$ cat config.mk
export PLATFORM = sky130hd
export DESIGN_NAME = axis_pkt_gen
export DESIGN_NICKNAME = d
export VERILOG_FILES = /design/src/rtl/axis_pkt_gen_pkg.sv /design/src/rtl/axis_pkt_pattern.sv /design/src/rtl/axis_pkt_gen.sv
export SDC_FILE = /design/constraint.sdc
export NUM_CORES = 1
export LEC_CHECK = 0
export CORE_AREA = 2 2 260 262
export DETAILED_ROUTE_END_ITERATION = 8
export DIE_AREA = 0 0 262 264
export SLEW_MARGIN = 15
export SYNTH_ARGS = -nofsm -noshare
export SYNTH_HDL_FRONTEND = slang
export SYNTH_SLANG_ARGS = --single-unit
$ cat constraint.sdc
create_clock -name clk -period 9.9 [get_ports clk]
set_clock_uncertainty 0.05 [all_clocks]
set_input_delay 1.98 -clock clk [delete_from_list [all_inputs] [get_ports clk]]
set_output_delay 1.98 -clock clk [all_outputs]
set_load 0.05 [all_outputs]
$ cat src/rtl/axis_pkt_gen_pkg.sv
// Shared types and helpers for the AXI-stream packet generator.
package axis_pkt_gen_pkg;

    typedef enum logic [1:0] {ST_IDLE, ST_SEND, ST_GAP} state_t;

    // Widest tkeep the helper can describe; callers size-cast the result to their KW.
    localparam int KMAX = 256;

    // Final-beat tkeep: low (len mod kw) bytes valid, or all kw bytes when len fills the beat.
    function automatic logic [KMAX-1:0] last_keep(input logic [15:0] len, input int kw);
        logic [KMAX-1:0] m;
        int              r;
        r = int'(len) % kw;
        m = '0;
        for (int i = 0; i < KMAX; i++)
            m[i] = (r == 0) ? (i < kw) : (i < r);
        return m;
    endfunction

endpackage

$ cat src/rtl/axis_pkt_pattern.sv
// Combinational payload pattern: lane i of beat b in packet p is {p[15:0], b*(DW/32)+i}.
module axis_pkt_pattern #(
    parameter int DW = 512
) (
    input  logic [15:0]   i_pkt,
    input  logic [15:0]   i_beat,
    output logic [DW-1:0] o_data
);

    localparam int NL = DW / 32;

    logic [15:0] w_base;

    assign w_base = i_beat * 16'(NL);

    for (genvar i = 0; i < NL; i++) begin : g_lane
        assign o_data[32*i +: 32] = {i_pkt, w_base + 16'(i)};
    end

endmodule

$ cat src/rtl/axis_pkt_gen.sv
// AXI-stream packet source: programmable count, byte length and inter-packet gap,
// deterministic payload, full tready backpressure with registered outputs.
module axis_pkt_gen
    import axis_pkt_gen_pkg::*;
#(
    parameter int DW = 512,
    parameter int KW = 64,
    parameter int UW = 1
) (
    input  logic          clk,
    input  logic          resetn,
    input  logic          start,
    input  logic          stop,
    input  logic [31:0]   cfg_pkt_count,
    input  logic [15:0]   cfg_pkt_len,
    input  logic [7:0]    cfg_gap,
    output logic          busy,
    output logic [31:0]   pkts_sent,
    output logic [DW-1:0] axis_out_tdata,
    output logic [KW-1:0] axis_out_tkeep,
    output logic [UW-1:0] axis_out_tuser,
    output logic          axis_out_tlast,
    output logic          axis_out_tvalid,
    input  logic          axis_out_tready
);

    state_t        r_state;
    logic [31:0]   r_cnt;
    logic [31:0]   r_p;
    logic [31:0]   r_pkts_sent;
    logic [15:0]   r_len;
    logic [15:0]   r_beats;
    logic [15:0]   r_b;
    logic [7:0]    r_gap;
    logic [7:0]    r_gap_cnt;
    logic          r_stop_req;
    logic          r_busy;
    logic          r_tvalid;
    logic          r_tlast;
    logic [KW-1:0] r_tkeep;
    logic [DW-1:0] r_tdata;

    logic          w_hs;
    logic          w_done;
    logic          w_load;
    logic [15:0]   w_cfg_len;
    logic [15:0]   w_len;
    logic [15:0]   w_beats;
    logic [15:0]   w_ld_p;
    logic [15:0]   w_ld_b;
    logic          w_ld_last;
    logic [KW-1:0] w_keep_last;
    logic [KW-1:0] w_ld_keep;
    logic [DW-1:0] w_pat;

    assign w_hs      = r_tvalid & axis_out_tready;
    assign w_cfg_len = (cfg_pkt_len == '0) ? 16'd1 : cfg_pkt_len;
    // In IDLE the first beat is built from the live config, afterwards from the latched copy.
    assign w_len     = (r_state == ST_IDLE) ? w_cfg_len : r_len;
    assign w_beats   = 16'((17'(w_len) + 17'(KW - 1)) / 17'(KW));
    assign w_done    = r_stop_req | stop |
                       ((r_cnt != '0) && (r_pkts_sent + 32'd1 == r_cnt));

    // Index of the beat that will be presented after the next state update.
    always_comb begin
        w_ld_p = r_p[15:0];
        w_ld_b = r_b + 16'd1;
        case (r_state)
            ST_IDLE: begin
                w_ld_p = '0;
                w_ld_b = '0;
            end
            ST_SEND: begin
                if (r_tlast) begin
                    w_ld_p = r_p[15:0] + 16'd1;
                    w_ld_b = '0;
                end
            end
            ST_GAP:  w_ld_b = '0;
            default: ;
        endcase
    end

    always_comb begin
        w_load = 1'b0;
        case (r_state)
            ST_IDLE: w_load = start;
            ST_SEND: w_load = w_hs & (~r_tlast | (~w_done & (r_gap == '0)));
            ST_GAP:  w_load = ~stop & (r_gap_cnt == '0);
            default: w_load = 1'b0;
        endcase
    end

    assign w_ld_last   = (w_ld_b == w_beats - 16'd1);
    assign w_keep_last = KW'(last_keep(w_len, KW));
    assign w_ld_keep   = w_ld_last ? w_keep_last : '1;

    axis_pkt_pattern #(.DW(DW)) u_pattern (
        .i_pkt  (w_ld_p),
        .i_beat (w_ld_b),
        .o_data (w_pat)
    );

    always_ff @(posedge clk) begin
        if (!resetn) begin
            r_state     <= ST_IDLE;
            r_cnt       <= '0;
            r_p         <= '0;
            r_pkts_sent <= '0;
            r_len       <= 16'd1;
            r_beats     <= 16'd1;
            r_b         <= '0;
            r_gap       <= '0;
            r_gap_cnt   <= '0;
            r_stop_req  <= 1'b0;
            r_busy      <= 1'b0;
            r_tvalid    <= 1'b0;
            r_tlast     <= 1'b0;
            r_tkeep     <= '0;
            r_tdata     <= '0;
        end else begin
            case (r_state)
                ST_IDLE: begin
                    if (start) begin
                        r_cnt       <= cfg_pkt_count;
                        r_len       <= w_cfg_len;
                        r_beats     <= w_beats;
                        r_gap       <= cfg_gap;
                        r_pkts_sent <= '0;
                        r_stop_req  <= 1'b0;
                        r_p         <= '0;
                        r_b         <= '0;
                        r_busy      <= 1'b1;
                        r_state     <= ST_SEND;
                    end
                end
                ST_SEND: begin
                    if (stop)
                        r_stop_req <= 1'b1;
                    if (w_hs) begin
                        if (r_tlast) begin
                            r_pkts_sent <= r_pkts_sent + 32'd1;
                            r_p         <= r_p + 32'd1;
                            r_b         <= '0;
                            if (w_done) begin
                                r_state  <= ST_IDLE;
                                r_busy   <= 1'b0;
                                r_tvalid <= 1'b0;
                                r_tlast  <= 1'b0;
                            end else if (r_gap != '0) begin
                                r_state   <= ST_GAP;
                                r_gap_cnt <= r_gap - 8'd1;
                                r_tvalid  <= 1'b0;
                                r_tlast   <= 1'b0;
                            end
                        end else begin
                            r_b <= r_b + 16'd1;
                        end
                    end
                end
                ST_GAP: begin
                    if (stop) begin
                        r_stop_req <= 1'b1;
                        r_state    <= ST_IDLE;
                        r_busy     <= 1'b0;
                    end else if (r_gap_cnt == '0) begin
                        r_state <= ST_SEND;
                    end else begin
                        r_gap_cnt <= r_gap_cnt - 8'd1;
                    end
                end
                default: r_state <= ST_IDLE;
            endcase
            if (w_load) begin
                r_tvalid <= 1'b1;
                r_tdata  <= w_pat;
                r_tkeep  <= w_ld_keep;
                r_tlast  <= w_ld_last;
            end
        end
    end

    assign busy            = r_busy;
    assign pkts_sent       = r_pkts_sent;
    assign axis_out_tdata  = r_tdata;
    assign axis_out_tkeep  = r_tkeep;
    assign axis_out_tuser  = '0;
    assign axis_out_tlast  = r_tlast;
    assign axis_out_tvalid = r_tvalid;

endmodule

==> summary.md <==
| Metric | Value |
|---|---|
| Status | finished, final reports clean |
| CP peak stage delay | 640 ps |
| Initial antenna violation count | 3 |
| Final setup vio count | 0 |
| Final min period | 6300 ps |
| Largest net degree at the start of global routing | 97 |
| Max Freq | 159 MHz |
| EDFF count, synth | 0 |
| Hold_buf cts | 0 |
| Final #Nets | 2384 |
| Asr flop ratio synth | 0% |
| Cell count after placement | 3159 |
| Global-route wire length before repair | 83000 um |
| Initial Util | 24.8% |
| Initial DRC Count | 988 |
| Synthesized area per cell | 7.50 um2 |
| Crit path buf inv count | 4 |
| Routed len/inst | 17.5 um |
| CP arrival | 6630 ps |
| Slew @ Worst Pin | 1050 ps |
| Yosys reg bits | 227 |
| Fin util | 31.4% |
| Number of max-cap violations | 0 |
| Share of layout cells above drive strength 1 | 4.17% |
| Post-synth cell types | 89 |
| Port Buffers | 639 |
| Max VDD drop | 0.133 mV |
| Die Height | 264 um |
| Setup TNS | 0 ps |
| Die width | 262 um |
| Register Area | 4550 um2 |
| Hold depth | 2 |
| Synth Cell Area | 16500 um2 |
| CTS tree | yes |
| IO Pins | 673 |
| Crit Path Category | input port to register |
| Commonest non-fill, non-tap cells in the layout | 638 x clkdlybuf4s50_1, 231 x nand2_1, 226 x dfxtp_1, 196 x a21oi_1, 169 x nor2_1 |
| Row cnt | 95 |
| Die Area | 69200 um2 |
| TritonCTS Buffers | 25 |
| CTS Buffer Depth | 3 |
| Clock Pin Slew Worst Setup and Hold Paths | 60 ps |
| CP top delay family | simple AND/OR/NAND/NOR gates |
| Placer Congestion | 0.895 |
| Hold Path Class | register to register |
| CP Cell Sequence | clkdlybuf4s50_1, nor4_1, and4_1, nor3_1, buf_4, o21ai_0, nand2_1, ha_1, o21ai_0, inv_1, and4_1, a21oi_1, xor3_1, nor3b_2, o211ai_4, nor4_4, buf_4, a31oi_1 |
| Commonest register cell after synthesis | dfxtp_1 |
| Synth warnings | 0 |
| Clk_lat worst skew | 540 ps |
| Syn-to-layout area delta | 26.4% |
| Core ar. | 66600 um2 |
| Slowest stage cell, crit path | nor4_1 |
| Leakage | 7.17 nW |
| 1st-pass router iterations | 6 |
| Filler cell count | 7099 |
| Worst setup EP type | register |
| RSZ-0062 raised after global routing | false |
| Final Non-Filler Cells | 3202 |
| H-tree depth | 1 |
| Critical Path Fanout Max | 37 |
| GRT overflow | 0 |
| # clock sinks | 227 |
| WP depth | 18 |
| Root Buffer | clkbuf_16 |
| Setup crit start kind | input port |
| Relative slew margins | 30.0% |
| Sequential area share after synthesis | 27.5% |
| Via/cell ratio | 4.72 |
| Final antenna-violating net count | 0 |
| Setup Buffers After CTS | 0 |
| Power Density | 247 nW/um2 |
| Hold Vio Cnt, Final | 0 |
| Commonest non-fill, non-tap cell in the layout | clkdlybuf4s50_1 |
| Gate Count Post-Synth | 2203 |
| Cells on worst reg2reg path | 11 |
| Max Slew Vio Count | 0 |
| Drt drc | 0 |
| DP Wirelength | 42100 um |
| GRT Overall Usage | 15.1% |
| Req. time, crit path | 10230 ps |
| Cts repair resizes | 0 |
| Period utilisation layout | 63.7% |
| Vias | 15100 |
| Multi-input gate area | 7900 um2 |
| Vias in the first global route | 13400 |
| WL final | 56100 um |
## cells in the mapped netlist, types with 22 or more instances
library cell / count / area [um2]
inv_1: 24 / 90.1
buf_4: 485 / 3640
a31oi_1: 28 / 175
nor3_1: 67 / 335
nor4_1: 29 / 181
dfxtp_1: 227 / 4540
nand4_1: 22 / 138
xnor2_1: 47 / 412
nor2_1: 171 / 642
o21ai_0: 160 / 801
a21oi_1: 196 / 981
nand3_1: 48 / 240
clkbuf_1: 88 / 330
mux2i_1: 35 / 350
xor2_1: 22 / 193
nand2_1: 232 / 871
and3_1: 23 / 144
## kinds of logic (layout without fill, tap and decap cells)
group	after synthesis	after routing	synth area share, %
flip-flops	227	227	27.5
multiplexers	42	42	2.62
AO/OA/AOI/OAI	520	520	18.8
other	1	36	0.0227
XOR/XNOR	70	70	3.80
buffers and inverters	628	719	25.6
AND/OR/NAND/NOR	705	705	20.9
adder cells (fa/ha/maj)	10	10	0.757
## path summary, 6_finish.rpt
kind / startpoint / endpoint / slack (ps)
setup / recovery: cfg_pkt_len[11] / axis_out_tkeep[23] / 3600
hold / removal: axis_out_tkeep[38] / axis_out_tkeep[38] / 420
setup reg to reg: pkts_sent[0] / axis_out_tkeep[39] / 4480
hold reg to reg: axis_out_tkeep[38] / axis_out_tkeep[38] / 420
## area by class of cell
| cell class | instances | area share [%] |
|---|---|---|
| clock inverters | 8 | 0.263 |
| flip-flops and latches | 227 | 21.8 |
| diodes | 3 | 0.0359 |
| inverters | 25 | 0.461 |
| multi-input cells | 1380 | 37.8 |
| repair buffers | 654 | 31.1 |
| clock buffers | 32 | 3.31 |
| well taps | 873 | 5.23 |
## stage by stage
stage	instance area, um2	total power [mW]	hold WS [ps]	setup slack (ps)
2_1_floorplan	16700	3.67	386	4310
3_3_place_gp	20100	4.31	401	3160
3_5_place_dp	20100	4.31	405	3140
4_1_cts	20900	5.21	419	3700
5_1_grt	20900	5.42	442	3330
6_report	20900	5.17	421	3600
## worst register-to-register path: cells and delay by family (launching register included)
| kind | cells | cell delay, ps |
|---|---|---|
| AOI/OAI and AO/OA | 6 | 1680 |
| adders and majority gates | 1 | 460 |
| and+or+nand+nor | 3 | 1720 |
| buffers and inverters | 1 | 830 |
| DFF | 1 | 550 |
## registers in the layout, summed over array words and instances (netlist names), 16 cells and up
signal	cells
axis_out_tkeep	64
pkts_sent	32
r_cnt	32
axis_out_tdata	29
r_b	16
r_len	16
r_p	16
## report_power, final
group	switching (mW)	internal, mW
sequential	0.218	1.05
combinational	2.09	0.924
clock	0.397	0.490
total	2.71	2.46
## per-layer routing
layer  part of all wire, %  GRT usage [%]  routed length (um)  vias up
met5                     0              0                   0        -
met4                   2.5           4.54                1400        0
met3                   6.5           1.88                3650       81
met2                    47           25.0               26500      592
met1                    44           20.4               24600     7068
li1                      -              -                   -     7382
No activity file was read; power rests on OpenSTA's default activity.
